$ cat config.mk
export PLATFORM = sky130hd
export DESIGN_NAME = timer_clk_ena_gen_flat
export DESIGN_NICKNAME = d
export VERILOG_FILES = /design/src/rtl/timer_clk_ena_gen_if.sv /design/src/rtl/timer_clk_ena_gen.sv /design/src/flat_wrapper.sv
export SDC_FILE = /design/constraint.sdc
export NUM_CORES = 1
export LEC_CHECK = 0
export CAP_MARGIN = 20
export CORE_UTILIZATION = 30
export CTS_CLUSTER_SIZE = 40
export DETAILED_ROUTE_END_ITERATION = 16
export DONT_BUFFER_PORTS = 1
export PLACE_DENSITY = 0.55
export SETUP_SLACK_MARGIN = 0.1
export SYNTH_ARGS = -nofsm -noshare
export SYNTH_HDL_FRONTEND = slang
export SYNTH_SLANG_ARGS = --single-unit
$ cat constraint.sdc
create_clock -name clk -period 1.21 [get_ports clk]
set_input_delay 0.0605 -clock clk [delete_from_list [all_inputs] [get_ports clk]]
set_output_delay 0.0605 -clock clk [all_outputs]
set_load 0.005 [all_outputs]
$ cat src/rtl/timer_clk_ena_gen_if.sv
// rtl/timer_clk_ena_gen_if.sv - control and strobe bundle between timer control register and prescaler
interface timer_clk_ena_gen_if;
    logic       run;
    logic       psc_clr;
    logic [2:0] clk_sel;
    logic       clk_ena;
    logic       sel_pending;
    logic [2:0] sel_active;

    modport master (
        output run, psc_clr, clk_sel,
        input  clk_ena, sel_pending, sel_active
    );

    modport slave (
        input  run, psc_clr, clk_sel,
        output clk_ena, sel_pending, sel_active
    );
endinterface

$ cat src/rtl/timer_clk_ena_gen.sv
// rtl/timer_clk_ena_gen.sv - timer prescaler producing clk_ena; TIMER_EXT_CLK_EN adds ext_clk tick source
module timer_clk_ena_gen #(
    parameter int DIV_W = 4
) (
    input  logic clk,
    input  logic rst,
`ifdef TIMER_EXT_CLK_EN
    input  logic ext_clk,
`endif
    timer_clk_ena_gen_if.slave bus
);

    logic [DIV_W-1:0] div_cnt;
    logic [2:0]       sel_act_q;
    logic             sel_pend_q;
    logic             ena_q;

    logic [2:0]       sel_req;
    logic             ext_rise;
    logic             ext_fall;
    logic             ext_mode_sw;
    logic [DIV_W-1:0] div_mask;
    logic             div_ratio;
    logic             div_hit;
    logic             div_wrap;
    logic             sel_diff;
    logic             sel_apply;
    logic             ena_nxt;

`ifdef TIMER_EXT_CLK_EN
    // [0],[1] resynchronise ext_clk, [2] holds the previous synchronised level for edge detection
    logic [2:0] ext_sync;

    // External tick synchroniser and edge-detect history
    always_ff @(posedge clk) begin
        if (rst) begin
            ext_sync <= '0;
        end else begin
            ext_sync <= {ext_sync[1:0], ext_clk};
        end
    end

    assign ext_rise    = ext_sync[1] & ~ext_sync[2];
    assign ext_fall    = ~ext_sync[1] & ext_sync[2];
    assign sel_req     = bus.clk_sel;
    // Entering or leaving an external-tick mode never waits for a divider boundary
    assign ext_mode_sw = (sel_act_q[2:1] == 2'b11) || (sel_req[2:1] == 2'b11);
`else
    assign ext_rise    = 1'b0;
    assign ext_fall    = 1'b0;
    // Without the external source, requests 6/7 mean stop
    assign sel_req     = (bus.clk_sel[2:1] == 2'b11) ? 3'd0 : bus.clk_sel;
    assign ext_mode_sw = 1'b0;
`endif

    // Low-bit mask whose all-ones pattern marks the last cycle of the active divided period
    always_comb begin
        div_mask  = '0;
        div_ratio = 1'b0;
        case (sel_act_q)
            3'd2: begin div_mask = DIV_W'(1);  div_ratio = 1'b1; end
            3'd3: begin div_mask = DIV_W'(3);  div_ratio = 1'b1; end
            3'd4: begin div_mask = DIV_W'(7);  div_ratio = 1'b1; end
            3'd5: begin div_mask = DIV_W'(15); div_ratio = 1'b1; end
            default: begin div_mask = '0; div_ratio = 1'b0; end
        endcase
    end

    assign div_hit  = div_ratio && ((div_cnt & div_mask) == div_mask);
    assign div_wrap = (div_cnt == {DIV_W{1'b1}});
    assign sel_diff = (sel_req != sel_act_q);

    // Ratio switches only where the old and new periods align, so strobe spacing never shrinks;
    // stop and /1 have no phase to preserve and switch immediately
    assign sel_apply = sel_diff &&
                       ((sel_act_q[2:1] == 2'b00) || ext_mode_sw ||
                        (bus.run && (bus.psc_clr || div_wrap)));

    // Strobe decision always uses the ratio in effect before this edge
    always_comb begin
        ena_nxt = 1'b0;
        if (bus.run && !bus.psc_clr) begin
            case (sel_act_q)
                3'd1:    ena_nxt = 1'b1;
                3'd2,
                3'd3,
                3'd4,
                3'd5:    ena_nxt = div_hit;
                3'd6:    ena_nxt = ext_rise;
                3'd7:    ena_nxt = ext_fall;
                default: ena_nxt = 1'b0;
            endcase
        end
    end

    // Free-running divider: cleared by psc_clr, frozen while run is low
    always_ff @(posedge clk) begin
        if (rst || bus.psc_clr) begin
            div_cnt <= '0;
        end else if (bus.run) begin
            div_cnt <= div_cnt + DIV_W'(1);
        end
    end

    // Active ratio, pending flag and registered strobe
    always_ff @(posedge clk) begin
        if (rst) begin
            sel_act_q  <= 3'd0;
            sel_pend_q <= 1'b0;
            ena_q      <= 1'b0;
        end else begin
            ena_q <= ena_nxt;
            if (sel_apply) begin
                sel_act_q  <= sel_req;
                sel_pend_q <= 1'b0;
            end else begin
                sel_pend_q <= sel_diff;
            end
        end
    end

    assign bus.clk_ena     = ena_q;
    assign bus.sel_pending = sel_pend_q;
    assign bus.sel_active  = sel_act_q;

endmodule
$ cat src/flat_wrapper.sv
// flat-port wrapper written by rule: the top's interface ports become plain ports
module timer_clk_ena_gen_flat 
#(
    parameter int DIV_W = 4
)
  (clk, rst, bus_run, bus_psc_clr, bus_clk_sel, bus_clk_ena, bus_sel_pending, bus_sel_active);
  timer_clk_ena_gen_if bus_i ();
  input  logic clk;
  input  logic rst;
  input wire logic [$bits(bus_i.run)-1:0] bus_run;
  input wire logic [$bits(bus_i.psc_clr)-1:0] bus_psc_clr;
  input wire logic [$bits(bus_i.clk_sel)-1:0] bus_clk_sel;
  output wire logic [$bits(bus_i.clk_ena)-1:0] bus_clk_ena;
  output wire logic [$bits(bus_i.sel_pending)-1:0] bus_sel_pending;
  output wire logic [$bits(bus_i.sel_active)-1:0] bus_sel_active;
  assign bus_i.run = bus_run;
  assign bus_i.psc_clr = bus_psc_clr;
  assign bus_i.clk_sel = bus_clk_sel;
  assign bus_clk_ena = bus_i.clk_ena;
  assign bus_sel_pending = bus_i.sel_pending;
  assign bus_sel_active = bus_i.sel_active;
  timer_clk_ena_gen #(.DIV_W(DIV_W)) u_core (.clk(clk), .rst(rst), .bus(bus_i));
endmodule
==> results.cfg <==
[status]
outcome = finished with violations
failed_checks = negative hold slack, negative setup slack

[timing]
setup_viol = 4
fin_ws_ns = -0.1265
setup_tns_ns = -0.3021
post-route-min-period_ns = 1.337
drv_slew = 0
rsz0062_at_grt = yes
worst_pin_slew_ns = 0.2962
holdWs_ns = -0.1450
max-slew-margin-rel_pct = 80.25
fin_crit_sh_pct = 110.5
hold_violations = 8
timing.fmax_mhz = 748.2
finalClockSkew_ns = 0.005980

[synth]
synth-seq-cells = 9
synth_compound_area_share_pct = 14.18
synth_fa_ha_area_share_pct = 2.577
synth-simple-area-share_pct = 28.87
syn_area_um2 = 485.5
synth_top_family_by_area = simple AND/OR/NAND/NOR gates
synth_top_area_cell = dfxtp_1
synth_top_area_share_pct = 37.11
yosysMostFrequentCell = dfxtp_1
syn_area_per_cell_um2 = 8.827
synth_common_cells = dfxtp_1, nor3_1, nand2_1, xor2_1
synth_fp_nets = 63
muxShareOfSynthArea_pct = 4.381
ys_warn_count = 0
synth.area.top_cells = dfxtp_1, xor2_1, nor3_1
yosysSeqAreaShare_pct = 37.11
synth_edf_count = 0
async_reset_ff_share_pct = 0
synth_ff_type = dfxtp_1
synth.distinct_cells = 28
synthXorXnorAreaFrac_pct = 9.021
syn_inst = 55

[worst_setup_path]
crit_family = compound AO/OA/AOI/OAI gates
worstSetupPathType = reg2reg
startpoint_type = register
path_buf_inv = 0
rr_endpoint = u_core.bus.sel_active[1]$_SDFFE_PP0P_
crit_required_ns = 1.36
crit_arrival_ns = 1.49
path_cells = or2_4 -> o32ai_2 -> nor3_2 -> o32ai_1
crit_fanout = 4
rr_startpoint = u_core.bus.sel_active[2]$_SDFFE_PP0P_
rrSetupSlack_ns = -0.13
critical-path-max-stage-delay_ns = 0.35
reg2reg_depth = 4
cp.depth = 4
cp-end-kind = register
crit_slowest_cell = dfxtp_1

[cells_and_area]
area_delta_synth_final_pct = 56.19
n_fill_cell = 126
final_util_pct = 50.33
drive_gt1_share_pct = 50.00
final_cells = 90
final_nets = 83
n_antenna_cell = 0

[pwr]
netSwitchingFraction_pct = 26.40
combPwrFrac_pct = 27.9
switchingPower_uw = 202.1
seq_power_share_pct = 42.7
power.density_mw_per_mm2 = 1009
p_total_uw = 765.4
p_clk_share_pct = 29.4
p_leak_uw = 0.0002955
internal-power_uw = 563.3
irDropWorstVdd_mv = 0.6489

[cts]
path_clk_slew_ns = 0.06
clkLatencyLatePin_ns = 0.26
cts-root-buf = clkbuf_4
cts_made_buffers = 3
ctsHoldBuffers = 1
cts-htree-levels = 1
cts_tree = built
cts.sinks = 9
clockBufferDepth = 2

[min_path]
worstHoldPathCells = 1
holdPathEnd = u_core.bus.sel_active[0]$_SDFFE_PP0P_
hp-start = rst
hold_class = in2reg

[route]
ant_nets = 0
num_vias = 503
drtIter0Drc = 27
wl_um = 1325
drt_first_pass_iters = 4
drc = 0
wl_per_cell_um = 14.72
via_per_inst = 5.589

[floorplan]
io-pin-count = 12
die_area_mm2 = 0.001783
initial_utilization_pct = 32.23
std_cell_rows = 14
core-area_mm2 = 0.001506
die_width_um = 42.23
dieHeight_um = 42.23

[global_routing]
grt_usage_pct = 15.21
antenna_found_initial = 0
first_global_vias = 482
grt_overflow = 0
grt_first_pass_wirelength_um = 2021
grt_max_degree = 12

[place]
pre_cts_slack_ns = -0.08513
hpwl_um = 811.7
dp_cells = 81
io_buffers = 0
gp_routability_congestion = 0.7131

[flow_run]
max_cap_viol_count = 0
-- power groups by stage --
stage	clock (uW)	combinational [uW]	sequential, uW
final	225	213	327
after global routing	250	226	329
after CTS	236	188	325
after detailed placement	0	145	330
after global placement	0	146	330
after floorplan	0	85.1	336
-- routing by layer --
metal	global-route usage, %	vias to the layer above	wire length (um)
met5	0	-	0
met4	5.000	0	0
met3	8.190	0	81
met2	25.23	13	675
met1	16.45	250	569
li1	-	240	-
-- through the flow --
| stage | hold slack [ns] | instance area (um2) |
|---|---|---|
| global placement | 0.1257 | 600.6 |
| global route | -0.1609 | 758.2 |
| floorplan | 0.1304 | 498.0 |
| detailed placement | 0.1288 | 600.6 |
| CTS | -0.1538 | 735.7 |
| finish | -0.1450 | 758.2 |
-- timing repair --
action | in CTS | in global routing
setup buffers | 4 | 1
hold endpoints to repair | 9 | 8
endpoints found under the setup margin | 5 | 5
gates resized for setup | 13 | 4
pin swaps | 8 | 0
cloned | 0 | 0
-- worst register-to-register path: cells and delay by family (launching register included) --
kind	cells	cell delay (ns)
AO/OA/AOI/OAI	2	0.54
AND/OR/NAND/NOR	2	0.34
flip-flops	1	0.35
-- layout by cell type (no fill, tap or decap), types with 2 or more instances in the layout --
| master | instances |
|---|---|
| buf_4 | 13 |
| dfxtp_1 | 5 |
| nor3_1 | 4 |
| dfxtp_2 | 4 |
| inv_1 | 3 |
| nand2_1 | 3 |
| xor2_1 | 3 |
| clkbuf_4 | 3 |
| buf_6 | 3 |
| nand3_1 | 2 |
| nand4bb_1 | 2 |
| nor3_2 | 2 |
| o32ai_1 | 2 |
-- cells by family after synthesis --
group / after synthesis
XOR/XNOR: 5
multiplexers: 2
buffers and inverters: 5
adder cells (fa/ha/maj): 1
AND/OR/NAND/NOR: 24
flip-flops: 9
AO/OA/AOI/OAI: 9
-- registers in the layout (all words and copies together), names as in the netlist --
signal	count
u_core.bus.clk_ena	1
u_core.bus.sel_pending	1
u_core.bus.sel_active	3
u_core.div_cnt	4
-- worst max-delay path by stage --
| stage | start | to | slack [ns] |
|---|---|---|---|
| final | u_core.bus.sel_active[2]$_SDFFE_PP0P_ | u_core.bus.sel_active[1]$_SDFFE_PP0P_ | -0.13 |
| after global placement | u_core.bus.sel_active[0]$_SDFFE_PP0P_ | u_core.bus.sel_active[2]$_SDFFE_PP0P_ | -0.09 |
| after floorplan | u_core.bus.sel_active[1]$_SDFFE_PP0P_ | u_core.bus.sel_active[1]$_SDFFE_PP0P_ | -0.007 |
| after detailed placement | u_core.bus.sel_active[1]$_SDFFE_PP0P_ | u_core.bus.sel_active[2]$_SDFFE_PP0P_ | -0.09 |
| after CTS | u_core.bus.sel_active[1]$_SDFFE_PP0P_ | u_core.bus.sel_active[2]$_SDFFE_PP0P_ | -0.07 |
| after global routing | u_core.bus.sel_active[2]$_SDFFE_PP0P_ | u_core.bus.sel_active[2]$_SDFFE_PP0P_ | -0.15 |
-- cell type report --
cell class	instances	area, um2	share of cell area (%)
Tap cell	16	20.02	2.640
Timing Repair Buffer	17	141.4	18.65
Clock buffer	4	26.28	3.465
Sequential cell	9	185.2	24.42
Multi-Input combinational cell	41	374.1	49.34
Inverter	3	11.26	1.485
(Power assumes the default switching activity.)
